**config.mk**
```make
export PLATFORM = sky130hd
export DESIGN_NAME = instr_fetch_unit_flat
export DESIGN_NICKNAME = d
export VERILOG_FILES = /design/src/rtl/instr_fetch_unit_pkg.sv /design/src/rtl/instr_fetch_unit_if.sv /design/src/rtl/fetch_fifo.sv /design/src/rtl/instr_fetch_unit.sv /design/src/flat_wrapper.sv
export SDC_FILE = /design/constraint.sdc
export NUM_CORES = 1
export LEC_CHECK = 0
export BUFFER_PORTS_ARGS = -buffer_cell sky130_fd_sc_hd__buf_2
export CAP_MARGIN = 20
export CORE_UTILIZATION = 30
export DETAILED_ROUTE_END_ITERATION = 12
export PLACE_DENSITY_LB_ADDON = 0.3
export SETUP_SLACK_MARGIN = 0.05
export SYNTH_ARGS = -nofsm -noshare
export SYNTH_HDL_FRONTEND = slang
export SYNTH_SLANG_ARGS = --single-unit
```
**constraint.sdc**
```tcl
create_clock -name clk -period 6.5 [get_ports clk]
set_clock_uncertainty 0.1 [all_clocks]
set_input_delay 1.3 -clock clk [delete_from_list [all_inputs] [get_ports clk]]
set_output_delay 1.3 -clock clk [all_outputs]
set_load 0.005 [all_outputs]
```
**src/rtl/instr_fetch_unit_pkg.sv**
```systemverilog
// ============================================================================
//  Module      : instr_fetch_unit_pkg
//  Description : Shared widths, reset PC and fetch FSM encoding.
//  Revision    : 1.0 - initial release
// ============================================================================
`default_nettype none

package instr_fetch_unit_pkg;

    localparam int          c_XLEN     = 32;
    localparam int          c_OP_W     = 7;
    localparam logic [31:0] c_RESET_PC = 32'h0000_0000;

    typedef enum logic [0:0] {
        ST_RUN   = 1'b0,
        ST_DRAIN = 1'b1
    } fetch_state_e;

    function automatic logic [c_XLEN-1:0] align_word(input logic [c_XLEN-1:0] addr);
        return addr & ~32'h0000_0003;
    endfunction

endpackage

`default_nettype wire

```
**src/rtl/instr_fetch_unit_if.sv**
```systemverilog
// ============================================================================
//  Module      : instr_fetch_unit_if
//  Description : Memory, decode and redirect signals of the fetch unit.
//  Revision    : 1.0 - initial release
// ============================================================================
`default_nettype none

interface instr_fetch_unit_if;
    import instr_fetch_unit_pkg::*;

    logic                imem_req_valid;
    logic                imem_req_ready;
    logic [c_XLEN-1:0]   imem_addr;
    logic                imem_rsp_valid;
    logic [c_XLEN-1:0]   imem_rdata;
    logic                if_valid;
    logic                if_ready;
    logic [c_XLEN-1:0]   if_instr;
    logic [c_XLEN-1:0]   if_pc;
    logic [c_OP_W-1:0]   if_op;
    logic                redirect_valid;
    logic [c_XLEN-1:0]   redirect_pc;

    modport master (
        output imem_req_valid, imem_addr, if_valid, if_instr, if_pc, if_op,
        input  imem_req_ready, imem_rsp_valid, imem_rdata, if_ready,
               redirect_valid, redirect_pc
    );

    modport slave (
        input  imem_req_valid, imem_addr, if_valid, if_instr, if_pc, if_op,
        output imem_req_ready, imem_rsp_valid, imem_rdata, if_ready,
               redirect_valid, redirect_pc
    );

endinterface

`default_nettype wire

```
**src/rtl/fetch_fifo.sv**
```systemverilog
// ============================================================================
//  Module      : fetch_fifo
//  Description : DEPTH-entry {pc, instr} buffer with flush, full/empty flags.
//  Revision    : 1.0 - initial release
// ============================================================================
`default_nettype none

module fetch_fifo #(
    parameter int DEPTH = 2,
    parameter int WIDTH = 64
) (
    input  wire                      clk,
    input  wire                      rst,
    input  wire                      i_flush,
    input  wire                      i_push,
    input  wire                      i_pop,
    input  wire  [WIDTH-1:0]         i_data,
    output logic [WIDTH-1:0]         o_data,
    output logic                     o_full,
    output logic                     o_empty,
    output logic [$clog2(DEPTH):0]   o_count
);

    localparam int              c_AW       = $clog2(DEPTH);
    localparam int              c_CW       = c_AW + 1;
    localparam logic [c_AW-1:0] c_PTR_ONE  = c_AW'(1);
    localparam logic [c_AW:0]   c_CNT_ONE  = c_CW'(1);
    localparam logic [c_AW:0]   c_CNT_FULL = c_CW'(DEPTH);

    logic [WIDTH-1:0] r_mem [DEPTH];
    logic [c_AW-1:0]  r_wr_ptr;
    logic [c_AW-1:0]  r_rd_ptr;
    logic [c_AW:0]    r_count;
    logic             w_do_push;
    logic             w_do_pop;

    assign o_full    = (r_count == c_CNT_FULL);
    assign o_empty   = (r_count == '0);
    assign o_count   = r_count;
    assign o_data    = r_mem[r_rd_ptr];
    assign w_do_push = i_push && !o_full;
    assign w_do_pop  = i_pop && !o_empty;

    always_ff @(posedge clk or posedge rst) begin
        if (rst) begin
            r_wr_ptr <= '0;
            r_rd_ptr <= '0;
            r_count  <= '0;
        end else if (i_flush) begin
            r_wr_ptr <= '0;
            r_rd_ptr <= '0;
            r_count  <= '0;
        end else begin
            if (w_do_push) r_wr_ptr <= r_wr_ptr + c_PTR_ONE;
            if (w_do_pop)  r_rd_ptr <= r_rd_ptr + c_PTR_ONE;
            case ({w_do_push, w_do_pop})
                2'b10:   r_count <= r_count + c_CNT_ONE;
                2'b01:   r_count <= r_count - c_CNT_ONE;
                default: r_count <= r_count;
            endcase
        end
    end

    // Storage carries no reset; the empty flag masks stale contents.
    always_ff @(posedge clk) begin
        if (w_do_push && !i_flush) r_mem[r_wr_ptr] <= i_data;
    end

endmodule

`default_nettype wire

```
**src/rtl/instr_fetch_unit.sv**
```systemverilog
// ============================================================================
//  Module      : instr_fetch_unit
//  Description : In-order instruction fetch with credit-limited requests,
//                response buffer and redirect flush/drain.
//  Revision    : 1.0 - initial release
// ============================================================================
`default_nettype none

module instr_fetch_unit
    import instr_fetch_unit_pkg::*;
#(
    parameter logic [31:0] RESET_PC = c_RESET_PC,
    parameter int          DEPTH    = 2
) (
    input  wire                 clk,
    input  wire                 reset,
    instr_fetch_unit_if.master  bus
);

    localparam int               c_CW      = $clog2(DEPTH) + 1;
    localparam int               c_OW      = c_CW + 1;
    localparam logic [c_CW-1:0]  c_ONE     = c_CW'(1);
    localparam logic [c_CW-1:0]  c_ZERO    = '0;
    localparam logic [c_OW-1:0]  c_DEPTH_V = c_OW'(DEPTH);
    localparam logic [c_XLEN-1:0] c_PC_STEP = 32'd4;

    fetch_state_e        r_state;
    fetch_state_e        w_state_nxt;
    logic [c_XLEN-1:0]   r_fetch_pc;
    logic [c_XLEN-1:0]   r_rsp_pc;
    logic [c_CW-1:0]     r_inflight;
    logic [c_CW-1:0]     r_drop;
    logic [c_CW-1:0]     w_inflight_nxt;
    logic [c_CW-1:0]     w_drop_nxt;
    logic [c_CW-1:0]     w_count;
    logic [c_OW-1:0]     w_occ;
    logic                w_req_valid;
    logic                w_req_fire;
    logic                w_rsp_acc;
    logic                w_push;
    logic                w_pop;
    logic                w_full;
    logic                w_empty;
    logic                w_if_valid;
    logic [2*c_XLEN-1:0] w_head;
    logic [c_XLEN-1:0]   w_instr;
    logic [c_XLEN-1:0]   w_redir_pc;

    // Credits cover both outstanding requests and buffered entries, so a
    // response always finds a free slot.
    assign w_occ       = {1'b0, r_inflight} + {1'b0, w_count};
    assign w_req_valid = !reset && (r_state == ST_RUN) && (w_occ < c_DEPTH_V);
    assign w_req_fire  = w_req_valid && bus.imem_req_ready;
    assign w_rsp_acc   = bus.imem_rsp_valid && (r_inflight != c_ZERO);
    assign w_push      = w_rsp_acc && (r_state == ST_RUN) && !bus.redirect_valid && !w_full;
    assign w_if_valid  = !w_empty;
    assign w_pop       = w_if_valid && bus.if_ready;
    assign w_redir_pc  = align_word(bus.redirect_pc);

    always_comb begin
        w_inflight_nxt = r_inflight;
        case ({w_req_fire, w_rsp_acc})
            2'b10:   w_inflight_nxt = r_inflight + c_ONE;
            2'b01:   w_inflight_nxt = r_inflight - c_ONE;
            default: w_inflight_nxt = r_inflight;
        endcase
    end

    always_comb begin
        w_state_nxt = r_state;
        w_drop_nxt  = r_drop;
        case (r_state)
            ST_RUN: begin
                if (bus.redirect_valid) begin
                    w_drop_nxt = w_inflight_nxt;
                    if (w_inflight_nxt != c_ZERO) w_state_nxt = ST_DRAIN;
                end
            end
            ST_DRAIN: begin
                if (bus.redirect_valid) begin
                    w_drop_nxt = w_inflight_nxt;
                end else if (w_rsp_acc && (r_drop != c_ZERO)) begin
                    w_drop_nxt = r_drop - c_ONE;
                end
                if (w_drop_nxt == c_ZERO) w_state_nxt = ST_RUN;
            end
            default: w_state_nxt = ST_RUN;
        endcase
    end

    always_ff @(posedge clk or posedge reset) begin
        if (reset) begin
            r_state <= ST_RUN;
        end else begin
            r_state <= w_state_nxt;
        end
    end

    always_ff @(posedge clk or posedge reset) begin
        if (reset) begin
            r_fetch_pc <= RESET_PC;
            r_rsp_pc   <= RESET_PC;
            r_inflight <= '0;
            r_drop     <= '0;
        end else begin
            r_inflight <= w_inflight_nxt;
            r_drop     <= w_drop_nxt;
            if (bus.redirect_valid) begin
                r_fetch_pc <= w_redir_pc;
                r_rsp_pc   <= w_redir_pc;
            end else begin
                if (w_req_fire) r_fetch_pc <= r_fetch_pc + c_PC_STEP;
                if (w_push)     r_rsp_pc   <= r_rsp_pc + c_PC_STEP;
            end
        end
    end

    fetch_fifo #(
        .DEPTH (DEPTH),
        .WIDTH (2*c_XLEN)
    ) u_fetch_fifo (
        .clk     (clk),
        .rst     (reset),
        .i_flush (bus.redirect_valid),
        .i_push  (w_push),
        .i_pop   (w_pop),
        .i_data  ({r_rsp_pc, bus.imem_rdata}),
        .o_data  (w_head),
        .o_full  (w_full),
        .o_empty (w_empty),
        .o_count (w_count)
    );

    assign w_instr            = w_if_valid ? w_head[c_XLEN-1:0] : '0;
    assign bus.imem_req_valid = w_req_valid;
    assign bus.imem_addr      = r_fetch_pc;
    assign bus.if_valid       = w_if_valid;
    assign bus.if_instr       = w_instr;
    assign bus.if_pc          = w_if_valid ? w_head[2*c_XLEN-1:c_XLEN] : '0;
    assign bus.if_op          = w_instr[c_OP_W-1:0];

endmodule

`default_nettype wire

```
**src/flat_wrapper.sv**
```systemverilog
// flat-port wrapper written by rule: the top's interface ports become plain ports
module instr_fetch_unit_flat import instr_fetch_unit_pkg::*;
#(
    parameter logic [31:0] RESET_PC = c_RESET_PC,
    parameter int          DEPTH    = 2
)
  (clk, reset, bus_imem_req_valid, bus_imem_addr, bus_if_valid, bus_if_instr, bus_if_pc, bus_if_op, bus_imem_req_ready, bus_imem_rsp_valid, bus_imem_rdata, bus_if_ready, bus_redirect_valid, bus_redirect_pc);
  instr_fetch_unit_if bus_i ();
  input  wire clk;
  input  wire reset;
  output wire logic [$bits(bus_i.imem_req_valid)-1:0] bus_imem_req_valid;
  output wire logic [$bits(bus_i.imem_addr)-1:0] bus_imem_addr;
  output wire logic [$bits(bus_i.if_valid)-1:0] bus_if_valid;
  output wire logic [$bits(bus_i.if_instr)-1:0] bus_if_instr;
  output wire logic [$bits(bus_i.if_pc)-1:0] bus_if_pc;
  output wire logic [$bits(bus_i.if_op)-1:0] bus_if_op;
  input wire logic [$bits(bus_i.imem_req_ready)-1:0] bus_imem_req_ready;
  input wire logic [$bits(bus_i.imem_rsp_valid)-1:0] bus_imem_rsp_valid;
  input wire logic [$bits(bus_i.imem_rdata)-1:0] bus_imem_rdata;
  input wire logic [$bits(bus_i.if_ready)-1:0] bus_if_ready;
  input wire logic [$bits(bus_i.redirect_valid)-1:0] bus_redirect_valid;
  input wire logic [$bits(bus_i.redirect_pc)-1:0] bus_redirect_pc;
  assign bus_imem_req_valid = bus_i.imem_req_valid;
  assign bus_imem_addr = bus_i.imem_addr;
  assign bus_if_valid = bus_i.if_valid;
  assign bus_if_instr = bus_i.if_instr;
  assign bus_if_pc = bus_i.if_pc;
  assign bus_if_op = bus_i.if_op;
  assign bus_i.imem_req_ready = bus_imem_req_ready;
  assign bus_i.imem_rsp_valid = bus_imem_rsp_valid;
  assign bus_i.imem_rdata = bus_imem_rdata;
  assign bus_i.if_ready = bus_if_ready;
  assign bus_i.redirect_valid = bus_redirect_valid;
  assign bus_i.redirect_pc = bus_redirect_pc;
  instr_fetch_unit #(.RESET_PC(RESET_PC), .DEPTH(DEPTH)) u_core (.clk(clk), .reset(reset), .bus(bus_i));
endmodule
```
==> impl_metrics.ini <==
[cts]
cts_tree = yes
cts_setup_buffers = 0
clkLatencyLatePin_ns = 0.43
htreeDepth = 4
clock_tree.root_cell = clkbuf_16
hold_buffers = 0
cts.clk_slew.worst_paths_ns = 0.08
cts_resized = 0
cts_buffers = 17
cts_buffer_depth = 2
cts.sinks = 193

[route]
drt-total-wl_um = 20100
drtAntennaViolNets = 0
drt_iter0_markers = 200
wl_per_cell_um = 16.3
viasPerCell = 4.73
drt_first_pass_iters = 4
num_vias = 5837
remaining_drc_errors = 0

[logic_synthesis]
synth.area.top_cells = edfxtp_1, dfrtp_1, mux2i_1
yosys.area.top_type_share_pct = 43.2
synth-edff-count = 124
ys_ff_latch = 193
syn_avg_cell_area_um2 = 12.6
synthArstFlopShare_pct = 35.8
synth_area_leader_cell = edfxtp_1
syn-cell-area_um2 = 8630
syn-instance-count = 686
synth-main-ff-cell = edfxtp_1
post_synth_num_cell_types = 49
seq_area_frac_synth_pct = 63.2
yosys_warnings = 0

[critical_path]
required_ns = 5.10
r2r_cells = 4
cp_max_fo = 38
rr_startpoint = u_core.r_inflight[0]
path_buf_inv = 2
critPathArrivalTime_ns = 2.43
end_kind = primary output
path_class = register to primary output
crit_path_start_kind = register
crit_slowest_cell = dfrtp_4
crit_chain = buf_4, mux2i_1, nor2_1, buf_2
slowest_delay_ns = 0.73
reg2reg_slack_ns = 3.24
r2r-end = u_core.u_fetch_fifo.r_mem[0][45]
critical-path-top-delay-family = buffers and inverters

[sta]
rsz0062_at_grt = no
fmax_mhz = 261
fin_crit_ns = 3.83
holdWs_ns = 0.430
maxSlewHeadroom_pct = 38.5
report.final.setup_viol = 0
tns_ns = 0
fin_crit_sh_pct = 58.9
final_hold_viol_count = 0
slew_viol_final = 0
worst_slew_pin_slew_ns = 0.923

[pwr]
switching_share_pct = 29.9
power_mw = 3.31
power_frac_seq_pct = 47.9
power.internal_mw = 2.32
vdd_drop_max_v = 0.000163
clkPwrFrac_pct = 32.0
combPwrFrac_pct = 20.1
switchingPower_mw = 0.991
power.leakage_nw = 3.97
p_per_area_nw_per_um2 = 317

[final_layout]
drive_gt1_share_pct = 27.7
final_cells = 1234
fill_cells = 2773
antenna_cells = 0
utilization_pct = 37.2
layout_commonest_cell = buf_2
area_delta_synth_final_pct = 20.9
mostFrequentLayoutCells = buf_2, edfxtp_1, nor2_1, dfrtp_1, mux2i_1
nNetsFinal = 918

[floorplan]
top_level_ports = 175
coreArea_um2 = 28000
die_x_um = 172
start_util_pct = 30.8
dieArea_um2 = 29400
die_h_um = 172
fp-row-count = 61

[global_routing]
grt_overflow = 0
antenna_found_initial = 0
first_global_vias = 5314
grt_usage_pct = 13.8
grt_pass1_wl_um = 30500
grt_max_degree = 70

[place]
place_hpwl_um = 13700
place_congestion = 0.780
dp.cells = 1202
numPortBuffers = 168

[outcome]
status = completed

[worst_hold_path]
whs_path_depth = 0
holdPathEnd = u_core.u_fetch_fifo.r_mem[1][40]
hp-class = register to register
hp-start = u_core.r_rsp_pc[8]

[run]
drv_cap = 0
## synth_stat cells, types with 2 or more instances
cell type / count
edfxtp_1: 124
nor2_1: 87
dfrtp_1: 69
mux2i_1: 63
nand2_1: 38
nand4_1: 36
nand3_1: 32
xor2_1: 28
clkbuf_1: 26
o21ai_0: 24
xnor2_1: 21
mux2_2: 17
buf_4: 12
and3_1: 10
a21boi_0: 9
inv_1: 9
a21oi_1: 8
o211ai_1: 7
nand2b_1: 6
and2_1: 5
a31oi_1: 4
and4_1: 4
buf_2: 4
ha_1: 4
nor3_1: 4
nor4_1: 4
o311ai_0: 4
or3_1: 4
nand3b_1: 2
or4_1: 2
## cell type report
class	instances	area [um2]	share of cell area, %
clock buffers	17	425	4.08
clock inverters	15	174	1.67
inverters	10	37.5	0.360
multi-input cells	444	2960	28.4
flip-flops and latches	193	5450	52.3
well taps	378	473	4.53
repair buffers	177	908	8.71
## power groups by stage
stage | sequential, mW | combinational (mW) | clock, mW
after floorplan | 1.56 | 0.459 | 0
after global placement | 1.61 | 0.676 | 0
after detailed placement | 1.61 | 0.683 | 0
after CTS | 1.59 | 0.685 | 1.09
after global routing | 1.61 | 0.753 | 1.14
final | 1.59 | 0.664 | 1.06
## layer usage
layer / global-route usage [%] / wire [um] / vias to the layer above
met5: 0 / 0 / -
met4: 3.14 / 129 / 0
met3: 3.36 / 1170 / 10
met2: 20.7 / 8840 / 192
met1: 20.1 / 9950 / 2821
li1: - / - / 2814
## cells by family (layout without fill, tap and decap cells)
kind of cell,after synthesis,after routing,synth area share (%)
AND/OR/NAND/NOR,241,241,13.8
AO/OA/AOI/OAI,65,65,4.79
adder cells (fa/ha/maj),5,5,0.812
flip-flops,193,193,63.2
other,1,4,0.0435
multiplexers,80,80,9.53
XOR/XNOR,49,49,4.97
buffers and inverters,52,219,2.84
## flip-flops by register name, summed over array words and instances, names as in the netlist
register / flops
u_core.u_fetch_fifo.r_mem: 124
u_core.u_fetch_fifo.r_wr_ptr: 1
u_core.r_state: 1
u_core.r_rsp_pc: 30
u_core.u_fetch_fifo.o_count: 2
u_core.bus.imem_addr: 30
u_core.r_drop: 2
u_core.r_inflight: 2
u_core.u_fetch_fifo.r_rd_ptr: 1
## worst max path at each step
stage | from | to | slack [ns] | cells past startpoint
after global routing | u_core.u_fetch_fifo.r_rd_ptr | bus_if_pc[11] | 2.48 | 4
after CTS | u_core.u_fetch_fifo.r_rd_ptr | bus_if_pc[11] | 2.54 | 4
final | u_core.u_fetch_fifo.r_rd_ptr | bus_if_pc[11] | 2.67 | 4
after detailed placement | bus_imem_rsp_valid | u_core.u_fetch_fifo.r_mem[0][47] | 2.25 | 5
after global placement | bus_imem_rsp_valid | u_core.u_fetch_fifo.r_mem[0][46] | 2.22 | 5
after floorplan | bus_redirect_valid | u_core.u_fetch_fifo.r_mem[0][0] | 1.01 | 4
## metrics by stage
stage	setup WS [ns]	area, um2
6_report	2.67	10400
5_1_grt	2.48	10400
4_1_cts	2.54	10400
3_5_place_dp	2.25	9830
3_3_place_gp	2.22	9830
2_1_floorplan	1.01	8640
No activity file was read; power rests on OpenSTA's default activity.
